File: config.mk
export PLATFORM = sky130hd
export DESIGN_NAME = regfile_dump
export DESIGN_NICKNAME = d
export VERILOG_FILES = /design/src/rtl/regfile_pkg.sv /design/src/rtl/regfile_dump.sv
export SDC_FILE = /design/constraint.sdc
export NUM_CORES = 1
export LEC_CHECK = 0
export BUFFER_PORTS_ARGS = -buffer_cell sky130_fd_sc_hd__clkbuf_2
export CELL_PAD_IN_SITES_DETAIL_PLACEMENT = 0
export CELL_PAD_IN_SITES_GLOBAL_PLACEMENT = 2
export CORE_ASPECT_RATIO = 1.75
export CORE_UTILIZATION = 30
export CTS_BUF_LIST = sky130_fd_sc_hd__clkbuf_8
export DETAILED_ROUTE_END_ITERATION = 10
export HOLD_SLACK_MARGIN = 0.02
export PLACE_DENSITY = 0.9
export SLEW_MARGIN = 5
export SYNTH_ARGS = -nofsm -noshare
export SYNTH_HDL_FRONTEND = slang
export SYNTH_SLANG_ARGS = --single-unit
File: constraint.sdc
create_clock -name clk -period 3.45 [get_ports clk]
set_input_delay 0 -clock clk [delete_from_list [all_inputs] [get_ports clk]]
set_output_delay 0 -clock clk [all_outputs]
set_load 0.03 [all_outputs]
File: src/rtl/regfile_pkg.sv
// rtl/regfile_pkg.sv - register file geometry and dump FSM state type shared with decode
package regfile_pkg;

    localparam int REG_DW = 32;
    localparam int REG_AW = 5;
    localparam int REG_N  = 32;

    typedef enum logic [2:0] {
        ST_IDLE,
        ST_FETCH,
        ST_SEND0,
        ST_SEND1,
        ST_DONE
    } dump_state_t;

endpackage

File: src/rtl/regfile_dump.sv
// rtl/regfile_dump.sv - sequential register file dump over a valid/ready word stream
module regfile_dump
    import regfile_pkg::*;
#(
    parameter int DW    = REG_DW,
    parameter int AW    = REG_AW,
    parameter int NREGS = REG_N
) (
    input  logic          clk,
    input  logic          rs,
    input  logic          start,
    output logic          busy,
    output logic          done,
    output logic [AW-1:0] rd_addr0,
    output logic [AW-1:0] rd_addr1,
    input  logic [DW-1:0] rd_data0,
    input  logic [DW-1:0] rd_data1,
    output logic          out_valid,
    input  logic          out_ready,
    output logic [DW-1:0] out_data,
    output logic [AW-1:0] out_index,
    output logic          out_last
);

    localparam logic [AW-1:0] LAST_IDX = AW'(NREGS - 1);

    dump_state_t   state;
    dump_state_t   state_nxt;
    logic [AW-1:0] idx;
    logic [AW-1:0] idx_p1;
    logic [AW-1:0] idx_p2;
    logic [AW-1:0] idx_p3;
    logic [DW-1:0] buf0;
    logic [DW-1:0] buf1;
    logic          is_last;

    assign idx_p1  = idx + AW'(1);
    assign idx_p2  = idx + AW'(2);
    assign idx_p3  = idx + AW'(3);
    assign is_last = (idx_p1 == LAST_IDX);

    always_ff @(posedge clk) begin
        if (rs) begin
            state <= ST_IDLE;
        end else begin
            state <= state_nxt;
        end
    end

    always_comb begin
        state_nxt = state;
        case (state)
            ST_IDLE:  if (start) state_nxt = ST_FETCH;
            ST_FETCH: state_nxt = ST_SEND0;
            ST_SEND0: if (out_ready) state_nxt = ST_SEND1;
            ST_SEND1: if (out_ready) state_nxt = is_last ? ST_DONE : ST_FETCH;
            ST_DONE:  state_nxt = ST_IDLE;
            default:  state_nxt = ST_IDLE;
        endcase
    end

    always_comb begin
        busy      = 1'b0;
        done      = 1'b0;
        out_valid = 1'b0;
        out_data  = '0;
        out_index = '0;
        out_last  = 1'b0;
        case (state)
            ST_FETCH: busy = 1'b1;
            ST_SEND0: begin
                busy      = 1'b1;
                out_valid = 1'b1;
                out_data  = buf0;
                out_index = idx;
            end
            ST_SEND1: begin
                busy      = 1'b1;
                out_valid = 1'b1;
                out_data  = buf1;
                out_index = idx_p1;
                out_last  = is_last;
            end
            ST_DONE:  done = 1'b1;
            default:  ;
        endcase
    end

    // Read addresses are loaded on entry to FETCH so they are already
    // settled for the combinational read during the FETCH cycle.
    always_ff @(posedge clk) begin
        if (rs) begin
            idx      <= '0;
            buf0     <= '0;
            buf1     <= '0;
            rd_addr0 <= '0;
            rd_addr1 <= AW'(1);
        end else begin
            case (state)
                ST_IDLE: begin
                    if (start) begin
                        idx      <= '0;
                        rd_addr0 <= '0;
                        rd_addr1 <= AW'(1);
                    end
                end
                ST_FETCH: begin
                    buf0 <= rd_data0;
                    buf1 <= rd_data1;
                end
                ST_SEND1: begin
                    if (out_ready && !is_last) begin
                        idx      <= idx_p2;
                        rd_addr0 <= idx_p2;
                        rd_addr1 <= idx_p3;
                    end
                end
                default: ;
            endcase
        end
    end

endmodule
Word level (Yosys, flattened, before mapping):

Cells that the tools add are included.
Widths: inputs -> output; s select.

* add/sub/neg operators: 3
* $mul: 0
* divide/modulo/power cells: 0
* $lt $le $gt $ge: 0
* equal/unequal tests: 9
* shift operators: 0
* multiplexer cells: 17
* bitwise logic cells: 0
* reduce and logical (&&, ||, !) cells: 8

Operators by type and width (count)
* $pmux 32 s2: 1
* $pmux 5 s2: 3
* $mux 5: 4
* $mux 3: 4
* $pmux 3 s4: 1
* $add 5x2->5 const B: 2
* $ne 2x2->1 const B: 4
* $eq 3x2->1 const B: 2
* $reduce_and 3->1: 2
* $add 5x1->5 const B: 1
* $eq 5x5->1 const B: 1
* $mux 1: 4
* $eq 3x1->1 const B: 1
* $eq 3x3->1 const B: 1
* $logic_not 3->1: 1
* $reduce_or 3->1: 1
* $reduce_bool 2->1: 1
* $reduce_or 2->1: 1
* $logic_and 1x1->1: 1
* $logic_not 1->1: 1

* register bits: 77
* latch bits: 0
* RAM bits: 0
* ROM bits: 0
* word-level logic and storage cells: 42
* memories kept: 0

Logic depth before layout (Yosys ltp):

* word-level depth: 6
* gate-level depth with buffers: 6

Worst setup path before layout:

No wires, ideal clock.

* path kind: register to register
* start point: reg state[1]
* end point: reg rd_addr1[1]
* library setup time: 0.121 ns
* arrival: 1.328 ns
* setup slack: 2.000 ns
* stages on the path, launching flop included: 5
* buffers on the path: 1
* period minus slack after synthesis: 1.450 ns
* cells stage by stage: dfxtp_1 buf_6 or4b_4 o21ai_4 mux2_4

* longest elaborated chain between the ends: 3
* elaborated cells on any way between the ends: 7
* those cells by class: eq/ne: 3; mux: 1; reduce/logical: 3

RTL lines
* start: declaration: RTL line regfile_dump.sv:27 `dump_state_t state;`
* start signal: assignment: RTL line regfile_dump.sv:46 `state <= state_nxt;`
* $eq 3x2->1 / $logic_not 3->1 (equally long branches): RTL line regfile_dump.sv:99 `case (state)`
* $ne 2x2->1 (no source line) / $reduce_bool 2->1 (equally long branches)
* $reduce_and 3->1 (no source line)
* end signal: assignment: RTL line regfile_dump.sv:115 `rd_addr1 <= idx_p3;`
* end: declaration: RTL line regfile_dump.sv:15 `output logic [AW-1:0] rd_addr1,`

Several ways; a longest one is shown, not always the timed one.
A chain may end at the register's enable or synchronous reset.

Worst setup path after layout:

* start point: reg state[2]
* end point: out out_data[18]

* longest elaborated chain between the ends: 2
* elaborated cells on any way between the ends: 3
* those cells by class: eq/ne: 2; mux: 1

RTL lines
* $eq 3x2->1: RTL line regfile_dump.sv:69 `case (state)`
* $pmux 32 s2 (*): RTL line regfile_dump.sv:69
* end: declaration: RTL line regfile_dump.sv:20 `output logic [DW-1:0] out_data,`

Every way passes the cells marked *; elsewhere a longest branch is shown, timed or not.

==> flow_summary.toml <==
[status]
outcome = "finished clean"

[final_layout]
drive_above_1_share = 0.268
layout_common_cells = "129 x nand2_1, 117 x clkbuf_2, 74 x dfxtp_1"
fin_cells = 680
antennaDiodeCount = 0
stdcell_area_um2 = 4660
filler_cell_count = 1049
post-route-util = 0.452
num-nets-final = 619
final_common_cell = "nand2_1"
syn_to_final_growth_pct = 46.3

[critical_path]
crit_path_start_kind = "register"
crit_type = "register to output port"
end_kind = "output port"
required_ns = 3.45
crit_fanout = 21
regToRegSetupSlack_ns = 1.17
worstPathArrival_ns = 2.66
slowest_stage = "clkinv_1"
cpPeakStageDelay_ns = 0.61
crit_path_cell_trace = "nand3b_2, clkinv_1, buf_4, a22o_1, clkbuf_2"

[logic_synthesis]
synth_edf_count = 0
async_flop_share = 0
ys_ff_latch = 74
yosys_warnings = 0
synthFlopType = "dfxtp_1"
syn_area_um2 = 3180
syn_area_per_cell_um2 = 8.29
synth_seq_area_share = 0.465
synth_cell_types = 38
syn_nets = 454
synthCells = 384

[cts]
cts_resized = 0
cts_tree = "yes"
cts.reportedPaths.clkPinSlew_ns = 0.07
clk_latency_ns = 0.35
post_cts_buffers = 0
cts.sinks = 74
cts-buffers-inserted = 9
htreeDepth = 3
root_buffer = "clkbuf_8"
clk_path_buf_depth = 2

[placed_design]
portBuffers = 117
dp.cells = 600
dp_hpwl_um = 6030
placed_cell_area_um2 = 3750
place.gp.congestion = 0.769

[min_path]
hold_path_class = "input port to register"

[pwr]
clockPowerShare = 0.367
power_frac_comb = 0.208
ir_worst_vdd_v = 0.000222
p_seq_frac = 0.425
p_int_w = 0.00168
leakage_nw = 2.00
pwr_density_cell_nw_per_um2 = 504
switching_share = 0.285
switching_power_w = 0.000668

[timing]
fin_crit_ns = 2.66
finalMaxSlewViolations = 0
period_share = 0.772
setup_violations = 0
max_freq_ghz = 0.375
rsz0062_at_grt = "false"
skew_ns = 0.00672
fin_tns_setup_ns = 0
finalHoldViolCount = 0
hold_slack_ns = 0.108
tightest_slew_ns = 0.888
slew_headroom = 0.408

[routing]
drt_iter0_drc = 162
postRouteAntennaNets = 0
vias = 3203
wl_um = 9090
post_drt_wl_per_cell_um = 13.4
first_pass_iters = 4
vias_per_cell = 4.71
drc = 0

[global_route]
grt_pass1_wl_um = 14500
gr-max-usage-layer = "met2"
overflow = 0
met1_usage = 0.191
antenna_found_initial = 0
grt_max_degree = 65
grt.met3_usage = 0.0356
first_global_vias = 3120
grt_usage = 0.169
use_met2 = 0.289

[die]
dieArea_um2 = 11000
core_um2 = 10300
die_y_um = 138
die_w_um = 79.9
floorplan.initialDensity = 0.309
num_io_pins = 119
row_count = 49

[job]
cap_violations = 0
registers in the layout (all words and copies together) (netlist names):
name      cells
idx           2
rd_addr1      5
state         3
buf0         32
buf1         32
layer usage:
layer	wire, um	vias up
li1	-	1624
met1	3770	1476
met2	4710	83
met3	333	20
met4	268	0
met5	0	-
Yosys cell counts (2+ instances only):
cell,n,area share
mux2_4,2,0.0094
ha_1,2,0.0079
a22o_1,32,0.088
nand3_1,2,0.0031
buf_2,8,0.013
or3_1,2,0.0039
buf_4,11,0.026
nand2_1,129,0.15
dfxtp_1,74,0.47
buf_6,7,0.025
a21oi_1,66,0.10
and2_1,5,0.0098
nor2b_1,2,0.0039
nor3b_1,2,0.0047
nor3_1,6,0.0094
nor2_1,4,0.0047
clkbuf_1,8,0.0094
inv_1,2,0.0024
worst paths after layout:
check	to	depth (start not counted)	start
hold reg to reg	buf0[4]	2	buf0[4]
setup reg to reg	rd_addr1[3]	5	state[2]
setup / recovery	out_data[18]	5	state[2]
hold / removal	state[2]	4	start
power groups by stage:
| stage | Sequential, W | Clock [W] | Combinational [W] |
|---|---|---|---|
| 2_1_floorplan | 0.000993 | 0 | 0.000360 |
| 3_3_place_gp | 0.00102 | 0 | 0.000429 |
| 3_5_place_dp | 0.00102 | 0 | 0.000435 |
| 4_1_cts | 0.000997 | 0.000886 | 0.000494 |
| 5_1_grt | 0.00101 | 0.000918 | 0.000542 |
| 6_report | 0.000997 | 0.000861 | 0.000488 |
worst max-delay path: cells and delay by family (launching register included):
kind,cells,cell delay [ns]
flip-flops,1,0.59
AND/OR/NAND/NOR,1,0.26
buffers and inverters,3,1.22
AO/OA/AOI/OAI,1,0.24
logic make-up after synthesis:
group	synth area share
AND/OR/NAND/NOR	0.220
AO/OA/AOI/OAI	0.220
flip-flops	0.465
buffers and inverters	0.0763
multiplexers	0.00943
adder cells (fa/ha/maj)	0.00786
other	0.00118
metrics by stage:
step                total power [W]  setup WS, ns
floorplan                   0.00135          2.00
global placement            0.00144          1.17
detailed placement          0.00145          1.11
CTS                         0.00238         0.721
global route                0.00247         0.549
finish                      0.00235         0.786
layout make-up:
type | count | area [um2] | share of cell area
clock buffers | 9 | 124 | 0.0266
clock inverters | 6 | 130 | 0.0279
inverters | 3 | 11.3 | 0.00242
multi-input cells | 273 | 1470 | 0.316
flip-flops and latches | 74 | 1480 | 0.318
well taps | 127 | 159 | 0.0341
repair buffers | 188 | 1280 | 0.275
timing repair:
action                                 CTS  global route
setup endpoints to repair                0             0
hold buffers                            65             0
endpoints found under the hold margin   65             0
Power figures use the tool's default switching activity.
